`src/rtl/alsu_cmd_sched.sv`:
```
// Two-requester command scheduler for a single ALSU: arbitrates packed commands,
// holds them on the ALSU pins for the pipeline latency and returns the captured result.
module alsu_cmd_sched #(
    parameter int          LAT        = 2,
    parameter bit          FIXED_PRIO = 1'b0,
    parameter logic [15:0] NOP_CMD    = 16'h0002
) (
    input  logic        clk,
    input  logic        rst,
    input  logic        req0_valid,
    output logic        req0_ready,
    input  logic [15:0] req0_cmd,
    input  logic        req1_valid,
    output logic        req1_ready,
    input  logic [15:0] req1_cmd,
    output logic [15:0] alsu_cmd,
    input  logic [5:0]  alsu_out,
    input  logic [15:0] alsu_leds,
    output logic        rsp_valid,
    input  logic        rsp_ready,
    output logic        rsp_id,
    output logic [5:0]  rsp_out,
    output logic [15:0] rsp_leds,
    output logic        rsp_err,
    output logic        busy
);

    localparam int CW = (LAT > 1) ? $clog2(LAT) : 1;

    typedef enum logic [1:0] {IDLE, WAIT, CAPT, RESP} state_t;

    state_t        state;
    logic [CW-1:0] cnt;
    logic          cur_id;
    logic          last_id;
    logic          gnt1;
    logic          cmd_err;

    // On a tie the round-robin pointer favours whoever was not granted last.
    always_comb begin
        gnt1 = 1'b0;
        if (req0_valid && req1_valid)
            gnt1 = FIXED_PRIO ? 1'b0 : ~last_id;
        else
            gnt1 = req1_valid;
        req0_ready = (state == IDLE) && req0_valid && !gnt1;
        req1_ready = (state == IDLE) && req1_valid && gnt1;
    end

    always_comb begin
        cmd_err = (alsu_cmd[9:7] == 3'b110) || (alsu_cmd[9:7] == 3'b111) ||
                  ((alsu_cmd[3] | alsu_cmd[2]) && (alsu_cmd[9:7] > 3'b001));
    end

    assign busy = (state != IDLE);

    always_ff @(posedge clk or negedge rst) begin
        if (!rst) begin
            state     <= IDLE;
            cnt       <= '0;
            cur_id    <= 1'b0;
            last_id   <= 1'b1;
            alsu_cmd  <= NOP_CMD;
            rsp_valid <= 1'b0;
            rsp_id    <= 1'b0;
            rsp_out   <= '0;
            rsp_leds  <= '0;
            rsp_err   <= 1'b0;
        end else begin
            case (state)
                IDLE: begin
                    if (req0_ready) begin
                        alsu_cmd <= req0_cmd;
                        cur_id   <= 1'b0;
                        last_id  <= 1'b0;
                        cnt      <= '0;
                        state    <= WAIT;
                    end else if (req1_ready) begin
                        alsu_cmd <= req1_cmd;
                        cur_id   <= 1'b1;
                        last_id  <= 1'b1;
                        cnt      <= '0;
                        state    <= WAIT;
                    end
                end
                WAIT: begin
                    cnt <= cnt + 1'b1;
                    if (cnt == CW'(LAT - 1))
                        state <= CAPT;
                end
                CAPT: begin
                    rsp_out   <= alsu_out;
                    rsp_leds  <= alsu_leds;
                    rsp_err   <= cmd_err;
                    rsp_id    <= cur_id;
                    rsp_valid <= 1'b1;
                    alsu_cmd  <= NOP_CMD;
                    state     <= RESP;
                end
                RESP: begin
                    if (rsp_ready) begin
                        rsp_valid <= 1'b0;
                        state     <= IDLE;
                    end
                end
                default: state <= IDLE;
            endcase
        end
    end

endmodule
```
`config.mk`:
```
export PLATFORM = sky130hd
export DESIGN_NAME = alsu_cmd_sched
export DESIGN_NICKNAME = d
export VERILOG_FILES = /design/src/rtl/alsu_cmd_sched.sv
export SDC_FILE = /design/constraint.sdc
export NUM_CORES = 1
export LEC_CHECK = 0
export ABC_CLOCK_PERIOD_IN_PS = 1600
export BUFFER_PORTS_ARGS = -buffer_cell sky130_fd_sc_hd__buf_2
export CAP_MARGIN = 20
export CORE_MARGIN = 2
export CORE_UTILIZATION = 30
export CTS_CLUSTER_DIAMETER = 30
export DETAILED_ROUTE_END_ITERATION = 12
export MAX_ROUTING_LAYER = met4
export PLACE_DENSITY_LB_ADDON = 0.3
export SKIP_LAST_GASP = 1
export SLEW_MARGIN = 5
export SYNTH_ARGS = -nofsm -noshare
export SYNTH_HDL_FRONTEND = slang
export SYNTH_SLANG_ARGS = --single-unit
```
`constraint.sdc`:
```
create_clock -name clk -period 1.6 [get_ports clk]
set_input_delay 0 -clock clk [delete_from_list [all_inputs] [get_ports clk]]
set_output_delay 0 -clock clk [all_outputs]
set_load 0.05 [all_outputs]
```
**Word level (Yosys, flattened, before mapping)**

Index checks and enable logic that the tools add are counted.

- Flip-flop bits (word level): 46
- Bits of input ports: 59

- Muxes and demuxes: 16
- Order comparisons: 1
- Bitwise operators: 2
- Equality and inequality tests: 8
- $add $sub $neg: 1
- Reductions and logical operators: 20

Operator list:

| cell | count |
|---|---|
| $mux W16 | 2 |
| $pmux W16 S2 | 1 |
| $reduce_bool A2 Y1 | 5 |
| $mux W2 | 4 |
| $pmux W2 S4 | 1 |
| $reduce_and A2 Y1 | 4 |
| $eq A3 B3 Y1 const B | 2 |
| $logic_and A1 B1 Y1 | 6 |
| $mux W1 | 6 |
| $eq A2 B2 Y1 const B | 2 |
| $ne A2 B2 Y1 const B | 2 |
| $pmux W1 S2 | 2 |
| $gt A3 B1 Y1 const B | 1 |
| $ne A3 B3 Y1 const B | 1 |
| $reduce_and A3 Y1 | 1 |
| $eq A2 B1 Y1 const B | 1 |
| $logic_not A2 Y1 | 1 |
| $logic_or A1 B1 Y1 | 2 |
| $add A1 B1 Y1 const B | 1 |
| $logic_not A1 Y1 | 1 |
| $not A1 Y1 | 1 |
| $or A1 B1 Y1 | 1 |

**Logic depth before layout (Yosys ltp)**

- Depth after elaboration: 6
- Gate-level depth with buffers: 7
- Mapped depth without buffers: 6

**Worst setup path after synthesis**

OpenSTA, ideal clock, no wires.

- Path type: reg2reg
- Start point: register state[0]
- End point: register cur_id
- Slack: -0.284 ns
- Clock period less this slack: 1.884 ns
- Cell stages (with the launch flop): 6
- Required time: 1.532 ns
- Arrival time: 1.816 ns
- Cells stage by stage: dfrtp_1 inv_1 ha_1 nand2_1 a21oi_1 a21o_2

- Word-level cells in the longest chain between the ends: 5

RTL lines:

| element | line | text |
|---|---|---|
| start, declared | 32 | `state_t state;` |
| start signal, assigned | 59 | `state <= IDLE;` |
| start signal, assigned | 77 | `state <= WAIT;` |
| start signal, assigned | 83 | `state <= WAIT;` |
| $logic_not A2 Y1 | 47 | `req1_ready = (state == IDLE) && req1_valid && gnt1;` |
| $logic_and A1 B1 Y1 (2 in series) | 47 |  |
| net req1_ready | 14 | `output logic req1_ready,` |
| $reduce_bool A2 Y1 (no line) | -- |  |
| $reduce_and A2 Y1 (no line) | -- |  |
| end signal, assigned | 61 | `cur_id <= 1'b0;` |
| end signal, assigned | 74 | `cur_id <= 1'b0;` |
| end signal, assigned | 80 | `cur_id <= 1'b1;` |
| end, declared | 34 | `logic cur_id;` |

The timed path passes the listed nets, and every way through them passes these cells.
A chain may end at the register's enable or synchronous reset.

**Worst setup path in the final report**

- Start point: register state[1]
- End point: register alsu_cmd[1]

- Word-level cells in the longest chain between the ends: 5

RTL lines:

| element | line | text |
|---|---|---|
| $logic_not A2 Y1 | 46, 47, 70 |  |
| $logic_and A1 B1 Y1, on equally long branches (2 in series) | 46, 47 |  |
| $mux W16 / $ne A3 B3 Y1 (equally long branches) | -- |  |
| $pmux W16 S2 / $reduce_and A2 Y1 (equally long branches) | -- |  |
| end signal, assigned | 73 | `alsu_cmd <= req0_cmd;` |
| end signal, assigned | 79 | `alsu_cmd <= req1_cmd;` |
| end, declared | 16 | `output logic [15:0] alsu_cmd,` |

Several ways; a longest one is shown, not always the timed one.

==> reports/qor.csv <==
stage;metric;value;unit
synth;top cells by area, synth;dfrtp_1 (53%), mux2_2 (12%), mux2i_1 (7.7%);
place;port buffer count;102;
setup_path;Top delay family on crit path;flip-flops;
synth;synth unique cells;28;
setup_path;critical path class;flop to flop;
setup_path;CP endpoint kind;flop;
place;GP Congestion;0.834;
route;DR iter-0 viols;22;
timing;Final Max Slew Viols;0;
clocking;Root Buffer;clkbuf_8;
pwr;clock share of power;11.2;%
timing;clock skew;2.55;ps
clocking;deepest clock path buffer count;2;
timing;unrepaired setup endpoints after global routing;true;
synth;Post-Syn Nets;225;
timing;Fmax;629;MHz
global_routing;GRT overflow;0;
synth;Post-synth top cells;dfrtp_1 (44), mux2_2 (23), nand2_1 (18), mux2i_1 (16), o21ai_2 (10);
floorplan;Core Rows;30;
worst_hold_path;Worst Hold Class;input pin to flop;
floorplan;die width;87.1;microns
synth;Avg Inst Size Synth;12.9;sq um
timing;Slew headroom;63.7;%
setup_path;Startpoint Class;flop;
timing;Least-Margin Pin Slew;545;ps
timing;final setup fails;0;
synth;top_reg_cell synth;dfrtp_1;
pwr;cell-internal power;0.00374;W
route;# DRC;0;
pwr;Switching Power;0.00374;W
layout;Final nets;390;
clocking;total setup buffers inserted after CTS;0;
floorplan;Core Footprint;6760;sq um
setup_path;CP max stage delay;420;ps
pwr;Seq pwr share;27.9;%
setup_path;Slowest-stage cell, CP;dfrtp_1;
run;number of max-cap violations;0;
layout;Fill cells;613;
synth;Synth area leader;dfrtp_1;
synth;Synth Cell Area;2070;sq um
synth;most common cell in the synthesized netlist;dfrtp_1;
global_routing;vias in the first global route;1842;
global_routing;largest net degree at the start of global routing;25;
synth;Synth Instances;161;
pwr;worst vdd ir;0.761;mV
timing;Worst Setup Slack, final;9.70;ps
global_routing;first-pass GRT wire length;8410;microns
synth;ys async rst share;100;%
timing;minimum clock period;1590;ps
setup_path;cells along the critical path;inv_2 -> ha_4 -> nand2_4 -> a21oi_4 -> buf_12 -> mux2_4 -> a2bb2oi_2;
synth;Yosys warning count;0;
synth;register area share after synthesis;55.6;%
setup_path;Crit path arrival time;1820;ps
floorplan;initial core utilization;30.7;%
pwr;Comb pwr share;60.9;%
layout;number of antenna diodes;0;
floorplan;die area;7590;sq um
place;placed cell areas;2770;sq um
route;Post-Route WL;5310;microns
outcome;outcome;complete, no violations;
floorplan;Die Span Y;87.1;microns
synth;EDFF count, synth;0;
place;DP HPWL;3310;microns
global_routing;Total GRT Usage;14.7;%
place;Worst Setup Slack post-DPL;21.2;ps
global_routing;initial antenna violation count;0;
route;Vias;1773;
setup_path;Worst Path Buf+Inv;2;
clocking;Num CTS Buffers;5;
clocking;clk sinks;46;
clocking;Clock Latency Late Sink;280;ps
route;Avg WL per Cell;13.0;microns
route;Routed Antenna Nets;0;
floorplan;IO Count;103;
pwr;Leakage Power;1.65;nW
route;vias per cell;4.36;
synth;top cell type's share of synthesized area;53.1;%
layout;layout cells sized above 1;50.2;%
clocking;Worst-path clk slew;80;ps
pwr;Power Dens Cells;2180;nW/um^2
clocking;CTS tree;yes;
setup_path;CP Max Fanout;17;
setup_path;Critical Path RT;1820;ps
route;drt pass-1 iters;4;
layout;register area;1150;sq um
clocking;htree depth;2;
layout;Layout area overhead;65.5;%
timing;final worst path period share;99.4;%
timing;Fin. Hold Viols;0;
layout;post-route cell area;3430;sq um
layout;multi-input logic area;858;sq um
timing;hold slack;37.1;ps
setup_path;R2R setup slack;10;ps
synth;Seq cells post-synth;46;
pwr;Net Sw Frac;50.0;%
-- timing repair --
item                                   4_1_cts  5_1_grt
resized for setup                            2        4
pin swaps                                    0        1
setup endpoints to repair                    2       33
endpoints found under the hold margin       60        0
hold buffers                                54        0
-- routing by layer --
metal / vias to the layer above / wire length, microns / global-route usage, %
li1: 883 / - / -
met1: 820 / 2180 / 15.9
met2: 64 / 2840 / 26.9
met3: 6 / 209 / 1.71
met4: 0 / 79 / 6.29
met5: - / 0 / -
-- metrics by stage --
step	TNS, ps	cells	utilization (%)	total power [W]
after floorplan	-246	161	-	0.00545
after global placement	0	345	41.0	0.00650
after detailed placement	0	345	41.0	0.00657
after CTS	-13.8	407	50.6	0.00754
after global routing	-259	407	50.8	0.00793
final	0	407	50.8	0.00748
-- power groups by stage --
stage,clock network (W),logic (W),registers (W)
floorplan,0,0.00156,0.00389
global placement,0,0.00440,0.00210
detailed placement,0,0.00446,0.00211
CTS,0.000889,0.00457,0.00209
global route,0.000931,0.00484,0.00216
finish,0.000839,0.00455,0.00209
-- placed cells by master, fill, tap and decap left out, drive strengths merged --
master / n
a21o: 1
a21oi: 2
a2bb2oi: 1
a31oi: 1
buf: 111
bufinv: 1
clkbuf: 7
dfrtp: 44
dfstp: 2
dlygate4sd3: 54
ha: 5
inv: 7
mux2: 25
mux2i: 16
nand2: 19
nand2b: 1
nor2: 6
nor3b: 1
o21ai: 19
o21bai: 1
o22ai: 2
or3: 1
-- worst min-delay path, stage by stage --
cell	delay (ps)
buf_2	140
nand2_1	100
o21ai_0	80
-- cell families after synthesis --
kind of cell,after synthesis,share of synthesized area [%]
AO/OA/AOI/OAI,27,10.0
adder cells (fa/ha/maj),5,3.02
buffers and inverters,14,3.98
flip-flops,46,55.6
multiplexers,41,21.5
AND/OR/NAND/NOR,28,5.85
-- flip-flops by register name (all words and copies together) (netlist names) --
register,flops
alsu_cmd,16
rsp_leds,16
rsp_out,6
state,2
cnt,1
cur_id,1
last_id,1
rsp_err,1
rsp_id,1
rsp_valid,1
-- layout make-up --
type / instances / share of cell area (%)
tap: 80 / 2.92
timing repair buffer: 165 / 34.5
clock inverter: 1 / 0.875
multi-input combinational: 101 / 25.0
clock buffer: 7 / 2.22
inverter: 7 / 0.838
sequential: 46 / 33.6
-- path summary, 6_finish.rpt --
kind,start,end,cells past startpoint
worst max register to register,state[1],alsu_cmd[1],7
max in group asynchronous,rst,alsu_cmd[1],3
worst max-delay path,state[1],alsu_cmd[1],7
min in group asynchronous,rst,cnt,2
worst min-delay path,req1_valid,last_id,3
worst min register to register,alsu_cmd[14],alsu_cmd[14],2
(Power assumes the default switching activity.)
